## src/rtl/regfile_dump_pkg.sv

```systemverilog
// Shared defaults and FSM state type for the register-file dump engine.
// Optional trailing checksum word is enabled by defining REGDUMP_CHECKSUM_EN.
package regfile_dump_pkg;

  localparam int unsigned DEF_NUM_REGS = 16;
  localparam int unsigned DEF_ADDR_W   = 4;
  localparam int unsigned DEF_DATA_W   = 16;

  typedef enum logic [2:0] {
    StIdle,
    StFetch,
    StSend,
    StCsum,
    StDone
  } state_e;

endpackage

```

## src/rtl/dump_checksum.sv

```systemverilog
// Clear/accumulate/hold adder producing the running checksum of dumped words.
// The module only exists when REGDUMP_CHECKSUM_EN is defined; otherwise this
// file elaborates to nothing so the default build carries no accumulator.
`ifdef REGDUMP_CHECKSUM_EN
module dump_checksum
  import regfile_dump_pkg::*;
#(
  parameter int unsigned DATA_W = DEF_DATA_W
) (
  input  logic              i_clk,
  input  logic              i_rst_n,
  input  logic              i_clear,
  input  logic              i_acc,
  input  logic [DATA_W-1:0] i_data,
  output logic [DATA_W-1:0] o_sum
);

  logic [DATA_W-1:0] r_sum;

  // Running sum modulo 2^DATA_W; clear has priority over accumulate.
  always_ff @(posedge i_clk) begin
    if (!i_rst_n) begin
      r_sum <= '0;
    end else if (i_clear) begin
      r_sum <= '0;
    end else if (i_acc) begin
      r_sum <= r_sum + i_data;
    end
  end

  assign o_sum = r_sum;

endmodule
`endif

```

## src/rtl/regfile_dump.sv

```systemverilog
// Sequential read-out engine: sweeps register indices 0..NUM_REGS-1 through one
// register-file read port and streams each word over valid/ready.
// Define REGDUMP_CHECKSUM_EN to append a checksum word after the last register.
module regfile_dump
  import regfile_dump_pkg::*;
#(
  parameter int unsigned NUM_REGS = DEF_NUM_REGS,
  parameter int unsigned ADDR_W   = DEF_ADDR_W,
  parameter int unsigned DATA_W   = DEF_DATA_W
) (
  input  logic              i_clk,
  input  logic              i_rst_n,
  input  logic              i_start,
  input  logic              i_abort,
  output logic [ADDR_W-1:0] o_rd_code,
  input  logic [DATA_W-1:0] i_rd_data,
  output logic [DATA_W-1:0] o_out_data,
  output logic [ADDR_W-1:0] o_out_index,
  output logic              o_out_valid,
  input  logic              i_out_ready,
  output logic              o_out_last,
  output logic              o_busy,
  output logic              o_done
);

  localparam logic [ADDR_W-1:0] LastIdx = ADDR_W'(NUM_REGS - 1);

  state_e            r_state;
  state_e            w_state_next;
  logic [ADDR_W-1:0] r_rd_code;
  logic [DATA_W-1:0] r_out_data;
  logic              w_valid;
  logic              w_hs;
  logic              w_is_last;

  assign w_valid   = (r_state == StSend) || (r_state == StCsum);
  assign w_hs      = w_valid & i_out_ready;
  assign w_is_last = (r_rd_code == LastIdx);

  // State register.
  always_ff @(posedge i_clk) begin
    if (!i_rst_n) begin
      r_state <= StIdle;
    end else begin
      r_state <= w_state_next;
    end
  end

  // Next-state logic; abort overrides every transition out of a busy state.
  always_comb begin
    w_state_next = r_state;
    unique case (r_state)
      StIdle: begin
        if (i_start) w_state_next = StFetch;
      end
      StFetch: begin
        w_state_next = StSend;
      end
      StSend: begin
        if (w_hs && w_is_last) begin
`ifdef REGDUMP_CHECKSUM_EN
          w_state_next = StCsum;
`else
          w_state_next = StDone;
`endif
        end else if (w_hs) begin
          w_state_next = StFetch;
        end
      end
      StCsum: begin
        if (w_hs) w_state_next = StDone;
      end
      StDone: begin
        w_state_next = StIdle;
      end
      default: begin
        w_state_next = StIdle;
      end
    endcase
    if (i_abort && (r_state != StIdle)) w_state_next = StIdle;
  end

  // Read index and captured word; rd_data is only sampled while fetching.
  always_ff @(posedge i_clk) begin
    if (!i_rst_n) begin
      r_rd_code  <= '0;
      r_out_data <= '0;
    end else begin
      if ((r_state == StIdle) && i_start) begin
        r_rd_code <= '0;
      end else if ((r_state == StSend) && w_hs && !w_is_last && !i_abort) begin
        r_rd_code <= r_rd_code + ADDR_W'(1);
      end
      if (r_state == StFetch) begin
        r_out_data <= i_rd_data;
      end
    end
  end

`ifdef REGDUMP_CHECKSUM_EN
  logic [DATA_W-1:0] w_csum;

  dump_checksum #(
    .DATA_W (DATA_W)
  ) u_dump_checksum (
    .i_clk   (i_clk),
    .i_rst_n (i_rst_n),
    .i_clear ((r_state == StIdle) && i_start),
    .i_acc   (r_state == StFetch),
    .i_data  (i_rd_data),
    .o_sum   (w_csum)
  );

  assign o_out_data = (r_state == StCsum) ? w_csum : r_out_data;
  assign o_out_last = (r_state == StCsum);
`else
  assign o_out_data = r_out_data;
  assign o_out_last = (r_state == StSend) && w_is_last;
`endif

  // In the checksum state the index stays parked at the last register.
  assign o_rd_code   = r_rd_code;
  assign o_out_index = r_rd_code;
  assign o_out_valid = w_valid;
  assign o_busy      = (r_state != StIdle);
  assign o_done      = (r_state == StDone);

endmodule

```

## config.mk

```make
export PLATFORM = sky130hd
export DESIGN_NAME = regfile_dump
export DESIGN_NICKNAME = d
export VERILOG_FILES = /design/src/rtl/regfile_dump_pkg.sv /design/src/rtl/dump_checksum.sv /design/src/rtl/regfile_dump.sv
export SDC_FILE = /design/constraint.sdc
export NUM_CORES = 1
export LEC_CHECK = 0
export CORE_MARGIN = 3
export CORE_UTILIZATION = 41
export CTS_CLUSTER_DIAMETER = 200
export DETAILED_ROUTE_END_ITERATION = 10
export PLACE_DENSITY_LB_ADDON = 0.12
export SETUP_SLACK_MARGIN = 0.15
export SYNTH_ARGS = -nofsm -noshare
export SYNTH_HDL_FRONTEND = slang
export SYNTH_HIERARCHICAL = 1
export SYNTH_SLANG_ARGS = --single-unit
```

## constraint.sdc

```tcl
create_clock -name i_clk -period 2 [get_ports i_clk]
set_clock_uncertainty 0.1 [all_clocks]
set_input_delay 0.3 -clock i_clk [delete_from_list [all_inputs] [get_ports i_clk]]
set_output_delay 0.3 -clock i_clk [all_outputs]
set_load 0.03 [all_outputs]
```

==> impl_results.md, run 1 <==
* Crit. End Element: primary output
* Power share of the sequential group at 38.1%
* Worst slew margin at 61.4%
* Comb pwr share at 47.8%
* Via count at 1025
* RR Startpoint: o_out_index[0]
* Final Hold Fails at 0
* Slew Limit Fails at 0
* Deepest clock path buffer count at 2
* Area after DPL at 1570 sq um
* Post-synth ARST share at 0%
* Tmin final at 1810 ps
* CTS sink count at 23
* Worst R2R End: o_out_index[1]
* Yosys reg bits at 23
* Max-Cap Viols at 0
* Finish-stage setup viols at 0
* Nets at 194
* Clk pwr share at 14.1%
* Max frequency at 552 MHz
* Synth area leaders: dfxtp_1 (41%), nand2_1 (11%), a21boi_1 (7.4%)
* Worst Hold Class: flip-flop to flip-flop
* Gate Count Post-Synth at 126
* Vias in the first global route at 989
* Iter 0 DRT Violations at 26
* H-tree depth at 1
* Critical Path RT at 1600 ps
* Share of cells above drive strength 1 at 13.5%
* TritonRoute pass-1 iters at 4
* Syn. warnings at 6
* Kind of critical path: flip-flop to primary output
* Prevailing post-synth register cell: dfxtp_1
* Post-CTS Hold Buffers at 0
* Synth cell types at 32
* Final HPWL DP at 1.82 mm
* Initial Util at 44.1%
* Register-to-Register Path Depth at 4
* Pleak at 0.669 nW
* Die W at 58.3 um
* Global route overflow at 0
* Core area at 2540 sq um
* Final setup TNS at 0 ps
* Cell Pwr Density at 979 nW/um^2
* Root buf cell: clkbuf_4
* Mean post-synth cell area at 8.91 sq um
* Number of routed nets with antenna violations at 0
* Flop2flop setup slack at 350 ps
* DR vias/cell at 5.10
* Critical Path Start: r_state[2]
* DRC violations left at 0
* Post-synth top area share at 41.0%
* Pint at 0.000964 W
* I/O pins at 49
* Clock transition at path regs at 140 ps
* GP Congestion at 0.752
* Filler Cell Count at 223
* CTS buffer count at 3
* P_sw at 0.000648 W
* RSZ-0062 raised after global routing: true
* Largest net degree at the start of global routing at 18
* CTS tree: yes
* Synth Cell Area at 1120 sq um
* I/O Buffers at 48
* Layout area overhead at 46.7%
* Post-route cell area at 1650 sq um
* Global Route Usage Sum at 16.3%
* Arrival time at the worst endpoint at 1410 ps
* Die Ht at 58.3 um
* Syn Nets at 148
* Worst slew pin tran at 579 ps
* Critical path peak fanout at 8
* Initial antenna violation count at 0
* Biggest area consumer among synthesized cells: dfxtp_1
* CP Capture Point: o_out_last
* Wirelength, routed at 2.58 mm
* ANT cells at 0
* Switching part of the total at 40.2%
* Status: finished, final reports clean
* Tcrit/Tclk final at 90.5%
* Number of flops mapped to enable cells by yosys at 0
* Peak supply drop at 755 uV
* Sequential area share after synthesis at 41.0%
* DR WL/cell at 12.8 um
* Die area at 3400 sq um
* First-pass GRT wire length at 4.33 mm
* Clk_lat worst skew at 310 ps
* Num rows at 18
* Crit start category: flip-flop
==> logic make-up (layout without fill, tap and decap cells) <==
family | after synthesis | after routing | synth area share, %
AO/OA/AOI/OAI | 22 | 22 | 14.3
adder cells (fa/ha/maj) | 1 | 1 | 1.11
buffers and inverters | 14 | 59 | 7.80
flip-flops | 23 | 23 | 41.0
multiplexers | 5 | 5 | 4.57
AND/OR/NAND/NOR | 61 | 61 | 31.2
==> synth_stat cells, types with 2 or more instances <==
master and number:
dfxtp_1 23, mux2i_1 4, buf_4 4, and3_1 2, buf_6 2, nand3_1 7
nand3b_1 4, clkbuf_1 3, a21boi_0 7, nand2b_1 2, nand2_1 32, buf_2 4
a21oi_1 2, or3_1 2, a21boi_1 11
==> how the worst min path moves through the flow <==
stage	start	end	cells past startpoint	slack, ps
floorplan	i_rd_data[0]	o_out_data[0]	2	330
global placement	o_out_data[13]	o_out_data[13]	2	340
detailed placement	o_out_data[0]	o_out_data[0]	2	350
CTS	o_out_data[0]	o_out_data[0]	2	370
global route	o_out_data[4]	o_out_data[4]	2	390
finish	o_out_data[14]	o_out_data[14]	2	370
==> power by group through the flow <==
stage	logic [W]	clock network, W	registers, W
floorplan	0.000399	0	0.000733
global placement	0.000744	0	0.000617
detailed placement	0.000755	0	0.000622
CTS	0.000751	0.000240	0.000617
global route	0.000840	0.000251	0.000631
finish	0.000771	0.000227	0.000614
==> worst max-delay path: stages, from the launching register on <==
cell and delay [ps]:
dfxtp_4 390, or3b_4 450, nor2_1 100, buf_4 160
==> cells in the final DEF (no fill, tap or decap), drive strengths merged, types with 2 or more instances in the layout <==
cell           count
mux2i              4
nand2             32
or3b               2
nand3              7
nand3b             4
a21boi            18
dfxtp             23
dlygate4sd2        6
dlymetal6s2s       3
nand2b             2
clkdlybuf4s50     36
nor3b              2
and3               2
clkbuf             3
nor3               2
buf                8
or3                2
clkdlybuf4s15      2
a21oi              2
==> through the flow <==
| step | hold slack (ps) | instances | setup WS, ps | utilization, % | total power, W |
|---|---|---|---|---|---|
| 2_1_floorplan | 335 | 126 | 297 | - | 0.00113 |
| 3_3_place_gp | 340 | 192 | 197 | 61.5 | 0.00136 |
| 3_5_place_dp | 351 | 192 | 187 | 61.5 | 0.00138 |
| 4_1_cts | 371 | 196 | 152 | 62.7 | 0.00161 |
| 5_1_grt | 388 | 201 | 112 | 64.7 | 0.00172 |
| 6_report | 368 | 201 | 190 | 64.7 | 0.00161 |
==> sequential cells by signal (all words and copies together) (netlist names) <==
name,cells
o_out_index,4
o_out_data,16
r_state,3
==> area by class of cell <==
class,instances,area (sq um),area share [%]
clock buffer,3,22.5,1.37
timing repair buffer,55,533,32.4
multi-input combinational,89,574,34.9
sequential,23,472,28.6
tap,30,37.5,2.28
clock inverter,1,7.51,0.456
==> layer usage <==
| layer | GRT usage, % | up-vias | part of all wire, % |
|---|---|---|---|
| met1 | 20.8 | 477 | 45 |
| met4 | 7.28 | 0 | 1.9 |
| li1 | - | 512 | - |
| met2 | 26.8 | 32 | 47 |
| met5 | 0 | - | 0 |
| met3 | 2.85 | 4 | 5.7 |
==> repair_timing <==
action | in CTS | in global routing
endpoints found under the setup margin | 10 | 6
buffers inserted | 0 | 5
cloned | 0 | 0
gates resized for setup | 17 | 5
pin swaps | 0 | 1
(Power assumes the default switching activity.)
==> run 2: changes to the inputs <==
--- a/config.mk
+++ b/config.mk
@@ -9,7 +9,7 @@
 export CORE_UTILIZATION = 41
 export CTS_CLUSTER_DIAMETER = 200
 export DETAILED_ROUTE_END_ITERATION = 10
-export PLACE_DENSITY_LB_ADDON = 0.12
+export PLACE_DENSITY = 0.78
 export SETUP_SLACK_MARGIN = 0.15
 export SYNTH_ARGS = -nofsm -noshare
 export SYNTH_HDL_FRONTEND = slang
==> constraint.sdc (replaced) <==
create_clock -name i_clk -period 1.85 [get_ports i_clk]
set_clock_uncertainty 0.1 [all_clocks]
set_input_delay 0.2775 -clock i_clk [delete_from_list [all_inputs] [get_ports i_clk]]
set_output_delay 0.2775 -clock i_clk [all_outputs]
set_load 0.03 [all_outputs]
==> run 2 against run 1 <==
Clock power rose by 4%. Cell count rose by 2.0%. Hold slack got worse by 8.6 ps. Global-route usage rose by 0.85 points. Sequential power rose by 4.6%. Sequential share of layout area fell by 0.59 points. Via count rose by 4.1%. Routed wire length rose by 9.5%.
==> impl_results.md, run 2 (same netlist as run 1, synthesis figures left out) <==
* Status: finished, final reports clean
* Worst slew margin at 75.7% (+14 points)
* DR vias/cell at 5.20 (+2.1%)
* Critical Path RT at 1470 ps (-130 ps)
* Worst slew pin tran at 364 ps (-215 ps)
* Critical path peak fanout at 4 (-4)
* ANT cells at 0 (unchanged)
* Area after DPL at 1600 sq um (+1.9%)
* Share of cells above drive strength 1 at 18.3% (+4.8 points)
* CTS tree: yes
* Peak supply drop at 930 uV (+23%)
* Root buf cell: clkbuf_4
* Max reg flops at 16 (unchanged)
* Wirelength, routed at 2.83 mm (+9.5%)
* First-pass GRT wire length at 4.55 mm (+5.1%)
* Crit start category: flip-flop
* Initial Util at 44.1% (unchanged)
* Most frequent CP cell: buf_6
* Largest stage delay on the critical path at 410 ps (-40 ps)
* Slew Limit Fails at 0 (unchanged)
* GP Congestion at 0.740 (-1.6%)
* Core area at 2540 sq um (unchanged)
* Max frequency at 558 MHz
* Initial antenna violation count at 0 (unchanged)
* Die area at 3400 sq um (unchanged)
* Iter 0 DRT Violations at 18 (-31%)
* TritonRoute pass-1 iters at 4 (unchanged)
* DRC violations left at 0 (unchanged)
* Pleak at 0.723 nW (+8.0%)
* Worst-path cell chain: buf_6 > or3b_4 > nor2_4 > buf_6
* Arrival time at the worst endpoint at 1420 ps (about the same)
* Global Route Usage Sum at 17.1% (+0.85 points)
* Die W at 58.3 um (unchanged)
* Slowest library cell on the worst path: or3b_4
* Kind of critical path: flip-flop to primary output
* CTS buffer count at 3 (unchanged)
* Max-Cap Viols at 0 (unchanged)
* Clock transition at path regs at 130 ps (about the same)
* Finish-stage setup viols at 0 (unchanged)
* Most frequent cells in the layout: nand2_1 (32), dlygate4sd2_1 (24), clkdlybuf4s50_1 (20)
* I/O Buffers at 48 (unchanged)
* Nets at 198 (+2.1%)
* Final Hold Fails at 0 (unchanged)
* H-tree depth at 1 (unchanged)
* Crit. End Element: primary output
* Clk_lat worst skew at 310 ps (about the same)
* Vias in the first global route at 1073 (+8.5%)
* Via count at 1067 (+4.1%)
* DR WL/cell at 13.8 um (+7.4%)
* I/O pins at 49 (unchanged)
* Tcrit/Tclk final at 96.9%
* Delay-heaviest family, CP: simple AND/OR/NAND/NOR gates
* Global route overflow at 0 (unchanged)
* Worst Hold Class: flip-flop to flip-flop
* Tmin final at 1790 ps
* Number of routed nets with antenna violations at 0 (unchanged)
* Most common cell after layout, fill and taps aside: nand2_1
* Post-route cell area at 1660 sq um (+0.76%)
* CTS sink count at 23 (unchanged)
* Final setup TNS at 0 ps (unchanged)
* Num rows at 18 (unchanged)
* Die Ht at 58.3 um (unchanged)
* Layout area overhead at 47.8%
* RSZ-0062 raised after global routing: true
* Cell Pwr Density at 1060 nW/um^2 (+7.9%)
* Deepest clock path buffer count at 2 (unchanged)
* Final HPWL DP at 2.03 mm (+12%)
* Post-CTS Hold Buffers at 0 (unchanged)
* Largest net degree at the start of global routing at 18 (unchanged)
* Buf/Inv on CP at 2 (+1)
==> run 2: metrics by stage <==
step                      utilization [%]  total power (W)  setup slack, ps  hold slack, ps  std cells
after global placement               62.7          0.00150              104             341        196
after floorplan                         -          0.00122              170             312        126
final                                65.2          0.00175             56.6             359        205
after CTS                            64.2          0.00173             31.1             363        204
after global routing                 65.2          0.00186             23.9             383        205
after detailed placement             62.7          0.00152             48.8             348        196
==> run 2: routing by layer <==
metal	share of wire (%)	vias to the layer above	track usage [%]
met5	0	-	0
met4	2.0	0	7.62
met3	4.3	4	3.29
met2	54	29	32.5
met1	39	512	18.0
li1	-	522	-
==> run 2: final timing paths <==
path,from,endpoint,slack [ps],depth (start not counted)
worst max-delay path,r_state[2],o_out_last,60,4
worst min-delay path,o_out_data[5],o_out_data[5],360,2
worst max register to register,r_state[2],o_out_index[2],170,5
worst min register to register,o_out_data[5],o_out_data[5],360,2
==> run 2: timing repair <==
item,4_1_cts,5_1_grt
gates resized for setup,34,15
setup endpoints to repair,28,24
setup buffers,4,1
pin swaps,2,3
==> run 2: layout make-up <==
type / instances / area [sq um]
sequential: 23 / 465
fill: 245 / 886
multi-input combinational: 89 / 599
timing repair buffer: 59 / 531
clock buffer: 4 / 26.3
tap: 30 / 37.5
==> run 2: power by group <==
part           switching (W)  internal, W
clock               0.000152    0.0000842
sequential         0.0000497     0.000592
combinational       0.000512     0.000363
total               0.000714      0.00104
==> run 2: worst reg2reg max path, delay by kind of cell, from the launching register on <==
family | cells | cell delay [ps]
buffers and inverters | 2 | 290
flip-flops | 1 | 360
multiplexers | 1 | 210
AND/OR/NAND/NOR | 2 | 650
